--- src/rtl/serial_subtractor.sv ---
// Bit-serial LSB-first subtractor: {Bout, diff} = A - B - Bin, one bit per clock.
// Optional macro SUB_OVERFLOW_EN adds the signed-overflow output ovf.
module serial_subtractor #(
   parameter int WIDTH = 8
) (
   input  logic             clk,
   input  logic             rst_n,
   input  logic             start,
   input  logic [WIDTH-1:0] A,
   input  logic [WIDTH-1:0] B,
   input  logic             Bin,
   output logic [WIDTH-1:0] diff,
   output logic             Bout,
`ifdef SUB_OVERFLOW_EN
   output logic             ovf,
`endif
   output logic             busy,
   output logic             done
);

   localparam int CW = (WIDTH > 2) ? $clog2(WIDTH) : 1;

   typedef enum logic [1:0] {
      IDLE = 2'd0,
      RUN  = 2'd1,
      DONE = 2'd2
   } state_t;

   state_t           state_reg, state_next;
   logic [WIDTH-1:0] rega_reg, regb_reg, part_reg;
   logic             br_reg;
   logic [CW-1:0]    cnt_reg;
   logic             d_bit, br_next, last_bit;

   // Full-subtractor cell on the current LSBs plus the stored borrow
   always_comb begin
      d_bit    = rega_reg[0] ^ regb_reg[0] ^ br_reg;
      br_next  = (~rega_reg[0] & regb_reg[0]) | (~(rega_reg[0] ^ regb_reg[0]) & br_reg);
      last_bit = (cnt_reg == CW'(WIDTH - 1));
   end

   always_ff @(posedge clk or negedge rst_n) begin
      if (!rst_n) begin
         state_reg <= IDLE;
      end else begin
         state_reg <= state_next;
      end
   end

   always_comb begin
      state_next = state_reg;
      busy       = 1'b0;
      done       = 1'b0;
      case (state_reg)
         IDLE: begin
            if (start) state_next = RUN;
         end
         RUN: begin
            busy = 1'b1;
            if (last_bit) state_next = DONE;
         end
         DONE: begin
            busy       = 1'b1;
            done       = 1'b1;
            state_next = IDLE;
         end
         default: state_next = IDLE;
      endcase
   end

   // Result registers are only written on the edge that completes the MSB
   always_ff @(posedge clk or negedge rst_n) begin
      if (!rst_n) begin
         rega_reg <= '0;
         regb_reg <= '0;
         part_reg <= '0;
         br_reg   <= 1'b0;
         cnt_reg  <= '0;
         diff     <= '0;
         Bout     <= 1'b0;
`ifdef SUB_OVERFLOW_EN
         ovf      <= 1'b0;
`endif
      end else begin
         case (state_reg)
            IDLE: begin
               if (start) begin
                  rega_reg <= A;
                  regb_reg <= B;
                  br_reg   <= Bin;
                  cnt_reg  <= '0;
               end
            end
            RUN: begin
               rega_reg <= {1'b0, rega_reg[WIDTH-1:1]};
               regb_reg <= {1'b0, regb_reg[WIDTH-1:1]};
               part_reg <= {d_bit, part_reg[WIDTH-1:1]};
               br_reg   <= br_next;
               cnt_reg  <= cnt_reg + CW'(1);
               if (last_bit) begin
                  diff <= {d_bit, part_reg[WIDTH-1:1]};
                  Bout <= br_next;
`ifdef SUB_OVERFLOW_EN
                  ovf  <= br_reg ^ br_next;
`endif
               end
            end
            default: ;
         endcase
      end
   end

endmodule

--- config.mk ---
export PLATFORM = sky130hd
export DESIGN_NAME = serial_subtractor
export DESIGN_NICKNAME = d
export VERILOG_FILES = /design/src/rtl/serial_subtractor.sv
export SDC_FILE = /design/constraint.sdc
export NUM_CORES = 1
export LEC_CHECK = 0
export ABC_CLOCK_PERIOD_IN_PS = 1700
export BUFFER_PORTS_ARGS = -buffer_cell sky130_fd_sc_hd__buf_2
export CORE_MARGIN = 2
export CORE_UTILIZATION = 50
export DETAILED_ROUTE_END_ITERATION = 6
export PLACE_DENSITY = 0.76
export SYNTH_ARGS = -nofsm -noshare
export SYNTH_HDL_FRONTEND = slang
export SYNTH_SLANG_ARGS = --single-unit
export TNS_END_PERCENT = 50
--- constraint.sdc ---
create_clock -name clk -period 1.7 [get_ports clk]
set_input_delay 0.085 -clock clk [delete_from_list [all_inputs] [get_ports clk]]
set_output_delay 0.085 -clock clk [all_outputs]
set_load 0.005 [all_outputs]
Word level (Yosys, flattened, before mapping) --
Cells that the tools add are included.
Storage, ports and cells: flip-flop bits (word level) 39, input port bits 20, output and inout bits 11, word-level logic and storage cells 40
Operators by class: add/subtract/negate cells 1, equality and inequality tests 5, mux-type cells 13, bitwise logic cells 7, reductions and logical operators 6
Operators by type and width (number):
- $pmux W8 S2 | 2
- $mux W8 | 2
- $pmux W3 S2 | 1
- $reduce_and A2 Y1 | 3
- $mux W2 | 2
- $ne A2 B2 Y1 const B | 2
- $pmux W2 S2 | 1
- $add A3 B1 Y3 const B | 1
- $eq A3 B3 Y1 const B | 1
- $mux W1 | 3
- $mux W3 | 1
- $and A1 B1 Y1 | 2
- $eq A2 B1 Y1 const B | 1
- $eq A2 B2 Y1 const B | 1
- $logic_not A2 Y1 | 1
- $not A1 Y1 | 2
- $pmux W1 S2 | 1
- $reduce_bool A2 Y1 | 1
- $reduce_or A2 Y1 | 1
- $xor A1 B1 Y1 | 2
- $or A1 B1 Y1 | 1

Depth between registers and ports, before layout --
Gate-level depths: netlist (run 1).
depth in word-level cells 5, gate-level depth with buffers 7

Worst setup path before layout (run 1) --
Ideal clock, no wire load.
path type reg-to-reg, from register state_reg[1], to register rega_reg[0], library setup time 123 ps, arrival 1277 ps, required time 1577 ps, setup slack 300 ps, cell stages (with the launch flop) 7, period minus slack after synthesis 1400 ps, path through dfrtp_1 inv_1 ha_1 buf_4 inv_1 or3_1 o221a_2
Between the ends: word-level cells in the longest chain between the ends 3, elaborated cells between the ends (all ways) 6, those cells by class eq/ne (2); mux (1); reduce/logical (3)
Ends and longest elaborated chain:
- start, declared | line 29 | state_t state_reg, state_next;
- start signal, assigned | line 46 | state_reg <= state_next;
- $eq A2 B1 Y1 or $logic_not A2 Y1 (tied branches) | line 85 | case (state_reg)
- $reduce_bool A2 Y1 (no line) or $ne A2 B2 Y1 (tied branches)
- $reduce_and A2 Y1 (no line)
- end signal, assigned | line 95 | rega_reg <= {1'b0, rega_reg[WIDTH-1:1]};
- end, declared | line 30 | logic [WIDTH-1:0] rega_reg, regb_reg, part_reg;
Several ways; a longest one is shown, not always the timed one. A chain may end at the register's enable or synchronous reset.

Worst setup path after layout (run 1) --
from register state_reg[1], to register regb_reg[1]
Between the ends: word-level cells in the longest chain between the ends 3, elaborated cells between the ends (all ways) 6, those cells by class eq/ne (2); mux (1); reduce/logical (3)
Ends and longest elaborated chain:
- $eq A2 B1 Y1 or $logic_not A2 Y1 (tied branches) | line 85
- $reduce_bool A2 Y1 (no line) or $ne A2 B2 Y1 (tied branches)
- $reduce_and A2 Y1 (no line)
- end signal, assigned | line 96 | regb_reg <= {1'b0, regb_reg[WIDTH-1:1]};
- end, declared | line 30
Several ways; a longest one is shown, not always the timed one.

==> results.md, run 1 <==
* Die Ht at 64.4 microns
* CP startpoint: state_reg[1]$_DFFE_PN0P_
* Cell taking the most area after synthesis: dfrtp_1
* Most common cell in the synthesized netlist: dfrtp_1
* Least-Margin Pin Slew at 0.485 ns
* GPL Wtd Cong at 0.822
* Global-route wire length before repair at 6.35 mm
* Drt first-iter violations at 53
* Post-Syn Area at 0.00183 sq mm
* Net Sw Frac at 0.353
* Critical Path, Cell by Cell: inv_1, ha_1, nor2b_2, buf_4, nor3_1, a211oi_1
* Clock Latency Late Sink at 0.34 ns
* Synth Flop Type: dfrtp_1
* Row count at 21
* Critical-path top delay cell: dfrtp_1
* Area contributors post-synth: dfrtp_1 (52%), mux2_2 (9.9%), a211oi_2 (5.5%), o22ai_1 (3.8%), ha_1 (3.4%)
* Area growth syn-to-layout at 18.6%
* Detailed-route via count at 1367
* Commonest cells post-synth: dfrtp_1 (38), mux2_2 (16), nor2_1 (11), nor3_1 (11), o22ai_1 (11)
* Unique cell type count in the Yosys netlist at 30
* Detailed-route vias per instance at 5.65
* Clock slew at reported path FFs at 0.12 ns
* Period utilization at 0.950
* Peak supply drop at 0.000914 V
* Hold WC Path Type: in -> reg
* Core Area at 0.00342 sq mm
* RR Startpoint: state_reg[1]$_DFFE_PN0P_
* Die X at 64.4 microns
* Cell-internal power at 2580 uW
* MaxCap Viol Count at 0
* Post-Synthesis Net Count at 182
* Mean post-synth cell area at 11.7 sq um
* Outcome: complete, no violations
* YS warnings at 0
* Share of the synthesized area in the top cell type at 0.521
* P per Cell Area at 1840 mW/mm^2
* Rel. slew slack at 0.677
* RSZ-0062 raised after global routing: true
* Gr ovfl total at 0
* CTS tree: yes
* Post-DP HPWL at 2.71 mm
* Sequential fraction of the synthesis area at 0.521
* H-tree depth at 2
* Clock Power Share at 0.192
* Cells after synthesis at 156
* Crit path DAT at 1.86 ns
* Detailed-route wire length at 3.59 mm
* Share of cells above drive strength 1 at 0.413
* Crit Path Max Fanout at 9
* # fillers at 289
* Clock Path Buffers at 2
* Req. time, crit path at 1.95 ns
* Final worst-path setup slack at 0.0846 ns
* Full die area at 0.00415 sq mm
* Final slew viol count at 0
* Setup TNS at 0 ns
* Initial core utilization at 0.535
* Non-Filler Instances at 242
* Post-synth EDFFs at 0
* Root buffer cell: clkbuf_4
* Top Ports at 31
* Cells after DPL at 233
* Tot GR Track Use at 0.198
* Combinational power share at 0.423
* DRC at 0
* #FFs+latches synth at 38
* Port bufs at 30
* DP Worst Slack at 0.112 ns
* Kind of end point of the critical path: register
* Ant diodes at 0
* Largest net degree at the start of global routing at 39
* FMAX at 0.619 GHz
* Final #Nets at 221
* FFs w/ async S/R, synth at 1.00
* Switching Power at 1410 uW
* Initial antenna violation count at 0
* Post-DRT Antenna Nets at 0
* Vias in the first global route at 1397
* Crit Path Class: reg -> reg
* Final setup vio count at 0
* Largest stage delay on the critical path at 0.42 ns
* Inserted Clock Buffers at 5
* WL/cell at 14.9 microns
* Clock skew at 0.00680 ns
* Total power at 3990 uW
* DRT Pass-1 Iters at 4
* Hold Vio Cnt, Final at 0
* Sequential fraction of design power at 0.385
* Leak at 0.00101 uW
* Sink Count at 38
* Final worst path period need at 1.62 ns
* Startpoint Class: register
* Hold Path Origin: A[3]
## layout make-up
type                    count  area [sq um]  share of cell area
well taps                  46          57.6              0.0266
flip-flops and latches     38           951               0.439
multi-input cells          99           776               0.358
inverters                   9          33.8              0.0156
clock buffers               5          37.5              0.0173
clock inverters             3          68.8              0.0318
repair buffers             42           243               0.112
## repair_timing
action,CTS,global route
setup endpoints to repair,0,9
setup buffers,0,0
endpoints found under the hold margin,38,0
hold buffers,1,0
gates resized for setup,0,2
## kinds of logic (layout without fill, tap and decap cells)
kind of cell               after synthesis  after routing  share of synthesized area
AOI/OAI and AO/OA                       41             41                      0.179
adders and majority gates                6              6                     0.0452
buffers and inverters                   19             59                     0.0575
DFF                                     38             38                      0.521
muxes                                   16             16                     0.0986
and+or+nand+nor                         36             36                     0.0986
## worst max-delay path: cells and delay by family, from the launching register on
kind	cells	cell delay (ns)
buffers and inverters	2	0.28
adder cells (fa/ha/maj)	1	0.29
AO/OA/AOI/OAI	1	0.21
AND/OR/NAND/NOR	2	0.31
flip-flops	1	0.42
## power groups by stage
| stage | Combinational [uW] | Sequential [uW] | Clock, uW |
|---|---|---|---|
| after detailed placement | 1700 | 1550 | 0 |
| final | 1690 | 1530 | 766 |
| after floorplan | 1300 | 1490 | 0 |
| after global placement | 1620 | 1520 | 0 |
| after global routing | 1890 | 1590 | 820 |
| after CTS | 1700 | 1530 | 774 |
## layout by cell type (no fill, tap or decap), types with 3 or more instances in the layout
| master | count |
|---|---|
| a211oi_2 | 8 |
| a21oi_1 | 7 |
| a221oi_1 | 4 |
| buf_2 | 30 |
| buf_4 | 11 |
| clkbuf_4 | 5 |
| dfrtp_1 | 38 |
| ha_1 | 5 |
| inv_1 | 9 |
| mux2_2 | 16 |
| nor2_1 | 10 |
| nor3_1 | 11 |
| o21ai_0 | 3 |
| o22ai_1 | 11 |
## layer usage
layer  up-vias  GRT usage  routed length, microns
li1        644          -                       -
met1       682      0.244                    1580
met2        39      0.346                    1800
met3         2     0.0538                     187
met4         0     0.0479                      22
met5         -          0                       0
## final timing paths
path | endpoint | slack [ns] | cells after the start
worst max-delay path | regb_reg[1]$_DFFE_PN0P_ | 0.08 | 6
worst min-delay path | rega_reg[3]$_DFFE_PN0P_ | 0.07 | 3
worst max register to register | regb_reg[1]$_DFFE_PN0P_ | 0.08 | 6
worst min register to register | Bout$_DFFE_PN0P_ | 0.49 | 2
max in group asynchronous | rega_reg[4]$_DFFE_PN0P_ | 1.05 | 3
min in group asynchronous | part_reg[7]$_DFFE_PN0P_ | 0.32 | 3
## through the flow
stage	instance area, sq um	utilization	hold WS, ns
finish	2170	0.634	0.0663
global route	2170	0.634	0.0486
CTS	2160	0.633	0.0619
detailed placement	2050	0.599	0.163
global placement	2050	0.599	0.158
floorplan	1830	-	-0.211
(Power assumes the default switching activity.)
==> inputs of run 2 (changes only) <==
--- a/config.mk
+++ b/config.mk
@@ -6,11 +6,11 @@
 export NUM_CORES = 1
 export LEC_CHECK = 0
 export ABC_CLOCK_PERIOD_IN_PS = 1700
-export BUFFER_PORTS_ARGS = -buffer_cell sky130_fd_sc_hd__buf_2
 export CORE_MARGIN = 2
 export CORE_UTILIZATION = 50
 export DETAILED_ROUTE_END_ITERATION = 6
-export PLACE_DENSITY = 0.76
+export DONT_BUFFER_PORTS = 1
+export PLACE_DENSITY = 0.69
 export SYNTH_ARGS = -nofsm -noshare
 export SYNTH_HDL_FRONTEND = slang
 export SYNTH_SLANG_ARGS = --single-unit
==> run 2 against run 1 <==
Critical path depth did not move. Register-to-register slack hardly changed. Setup slack improved by 0.0058 ns. Via count decreased by 5.9%. Global-route usage rose by 0.33 points. Combinational power down 3%. Critical path type unchanged.
==> results.md, run 2 (same netlist as run 1, synthesis figures left out) <==
* Share of cells above drive strength 1 at 0.280 (was 0.413)
* Largest net degree at the start of global routing at 39 (unchanged)
* Post-DRT Antenna Nets at 0 (unchanged)
* FMAX at 0.621 GHz (was 0.619 GHz)
* Peak supply drop at 0.000733 V (was 0.000914 V)
* Global-route wire length before repair at 6.33 mm (was 6.35 mm)
* Req. time, crit path at 1.97 ns (was 1.95 ns)
* Leak at 0.000911 uW (was 0.00101 uW)
* Area growth syn-to-layout at 14.4% (was 18.6%)
* Clock skew at 0.0101 ns (was 0.00680 ns)
* Least-Margin Pin Slew at 0.424 ns (was 0.485 ns)
* MaxCap Viol Count at 0 (unchanged)
* Drt first-iter violations at 59 (was 53)
* Hold Vio Cnt, Final at 0 (unchanged)
* Tot GR Track Use at 0.201 (was 0.198)
* Commonest non-fill, non-tap cell in the layout: dfrtp_1 (unchanged)
* Final worst path period need at 1.61 ns (was 1.62 ns)
* Number of buffers added for setup after CTS at 0 (unchanged)
* Core Area at 0.00342 sq mm (unchanged)
* RR Startpoint: state_reg[0]$_DFFE_PN0P_ (was state_reg[1]$_DFFE_PN0P_)
* Kind of end point of the critical path: register (unchanged)
* Period utilization at 0.947 (was 0.950)
* Vias in the first global route at 1353 (was 1397)
* Detailed-route via count at 1287 (was 1367)
* Gr ovfl total at 0 (unchanged)
* Reg-to-Reg End: rega_reg[2]$_DFFE_PN0P_ (was regb_reg[1]$_DFFE_PN0P_)
* Crit path DAT at 1.88 ns (was 1.86 ns)
* Clock slew at reported path FFs at 0.11 ns (was 0.12 ns)
* Final core utilization at 0.612 (was 0.634)
* Detailed-route wire length at 3.69 mm (was 3.59 mm)
* Sink Count at 38 (unchanged)
* Most frequent cells in the layout: dfrtp_1 (38), mux2_2 (16), dlygate4sd3_1 (12) (was dfrtp_1 (38), buf_2 (30), mux2_2 (16))
* Die X at 64.4 microns (unchanged)
* Final slew viol count at 0 (unchanged)
* Rel. slew slack at 0.716 (was 0.677)
* Hold EP: regb_reg[5]$_DFFE_PN0P_ (was rega_reg[3]$_DFFE_PN0P_)
* Detailed-route vias per instance at 5.82 (was 5.65)
* Outcome: complete, no violations (unchanged)
* Clock Latency Late Sink at 0.34 ns (about the same)
* Reg2Reg Depth at 6 (unchanged)
* GPL Wtd Cong at 0.845 (was 0.822)
* Hold path cells at 2 (was 3)
* Initial core utilization at 0.535 (unchanged)
* RSZ-0062 raised after global routing: true (unchanged)
* H-tree depth at 2 (unchanged)
* Final setup vio count at 0 (unchanged)
* Hold WC Path Type: in -> reg (unchanged)
* Clock Path Buffers at 2 (unchanged)
* Die Ht at 64.4 microns (unchanged)
* CTS tree: yes (unchanged)
* Crit Path Class: reg -> reg (unchanged)
* Post-DP HPWL at 2.59 mm (was 2.71 mm)
* Worst R2R Setup Slack at 0.09 ns (was 0.08 ns)
* WL/cell at 16.7 microns (was 14.9 microns)
* Ant diodes at 0 (unchanged)
* Hold Path Origin: B[5] (was A[3])
* Non-Filler Instances at 221 (was 242)
* Crit Path Max Fanout at 9 (unchanged)
* Setup TNS at 0 ns (unchanged)
* Full die area at 0.00415 sq mm (unchanged)
* DRT Pass-1 Iters at 4 (unchanged)
* Inserted Clock Buffers at 5 (unchanged)
* Cells after DPL at 202 (was 233)
* Port bufs at 0 (was 30)
* Row count at 21 (unchanged)
* Root buffer cell: clkbuf_4 (unchanged)
* Startpoint Class: register (unchanged)
* Initial antenna violation count at 0 (unchanged)
* Final #Nets at 202 (was 221)
* Top Ports at 31 (unchanged)
* DRC at 0 (unchanged)
* P per Cell Area at 1740 mW/mm^2 (was 1840 mW/mm^2)
[run 2: cell type report]
cell class,instances,area (sq um)
tap,46,57.6
inverter,9,33.8
timing repair buffer,23,215
multi-input combinational,99,781
clock buffer,6,51.3
fill,277,1330
sequential,38,951
[run 2: what timing repair did]
item,4_1_cts,5_1_grt
hold buffers,13,0
gates resized for setup,0,3
setup endpoints to repair,0,7
endpoints found under the hold margin,50,0
[run 2: report_power, final]
| part | total, uW | internal, uW | leakage (uW) | switching, uW |
|---|---|---|---|---|
| sequential | 1550 | 1290 | 0.000457 | 263 |
| clock | 453 | 186 | 0.0000302 | 266 |
| combinational | 1640 | 806 | 0.000424 | 833 |
| total | 3640 | 2280 | 0.000911 | 1360 |
[run 2: how the worst max path moves through the flow]
| stage | endpoint | slack, ns | from | cells after the start |
|---|---|---|---|---|
| after floorplan | rega_reg[0]$_DFFE_PN0P_ | 0.30 | state_reg[1]$_DFFE_PN0P_ | 6 |
| after global placement | rega_reg[5]$_DFFE_PN0P_ | 0.22 | state_reg[0]$_DFFE_PN0P_ | 6 |
| after detailed placement | regb_reg[2]$_DFFE_PN0P_ | 0.14 | state_reg[0]$_DFFE_PN0P_ | 6 |
| after CTS | rega_reg[6]$_DFFE_PN0P_ | 0.1 | state_reg[0]$_DFFE_PN0P_ | 6 |
| after global routing | rega_reg[1]$_DFFE_PN0P_ | 0.0006 | state_reg[0]$_DFFE_PN0P_ | 5 |
| final | rega_reg[2]$_DFFE_PN0P_ | 0.09 | state_reg[0]$_DFFE_PN0P_ | 6 |
[run 2: critical path: stages (launching register included)]
cell and delay (ns):
dfrtp_1 0.41, inv_1 0.10, ha_1 0.29, buf_4 0.21, inv_1 0.10, a2bb2oi_1 0.21
o221a_2 0.24
[run 2: metal layers]
metal / track usage / vias up / wire length (microns)
met3: 0.0556 / 6 / 141
met1: 0.238 / 650 / 1540
met5: 0 / - / 0
met4: 0.0585 / 0 / 44
li1: - / 604 / -
met2: 0.358 / 27 / 1960
[run 2: stage by stage]
step / cell area [sq um] / hold WS (ns) / worst slack (ns) / power (uW)
6_report: 2090 / 0.0179 / 0.0903 / 3640
5_1_grt: 2090 / 0.0319 / 0.000574 / 3930
4_1_cts: 2080 / 0.00279 / 0.0952 / 3650
3_5_place_dp: 1890 / -0.210 / 0.140 / 3140
3_3_place_gp: 1890 / -0.210 / 0.220 / 3050
2_1_floorplan: 1830 / -0.211 / 0.300 / 2790
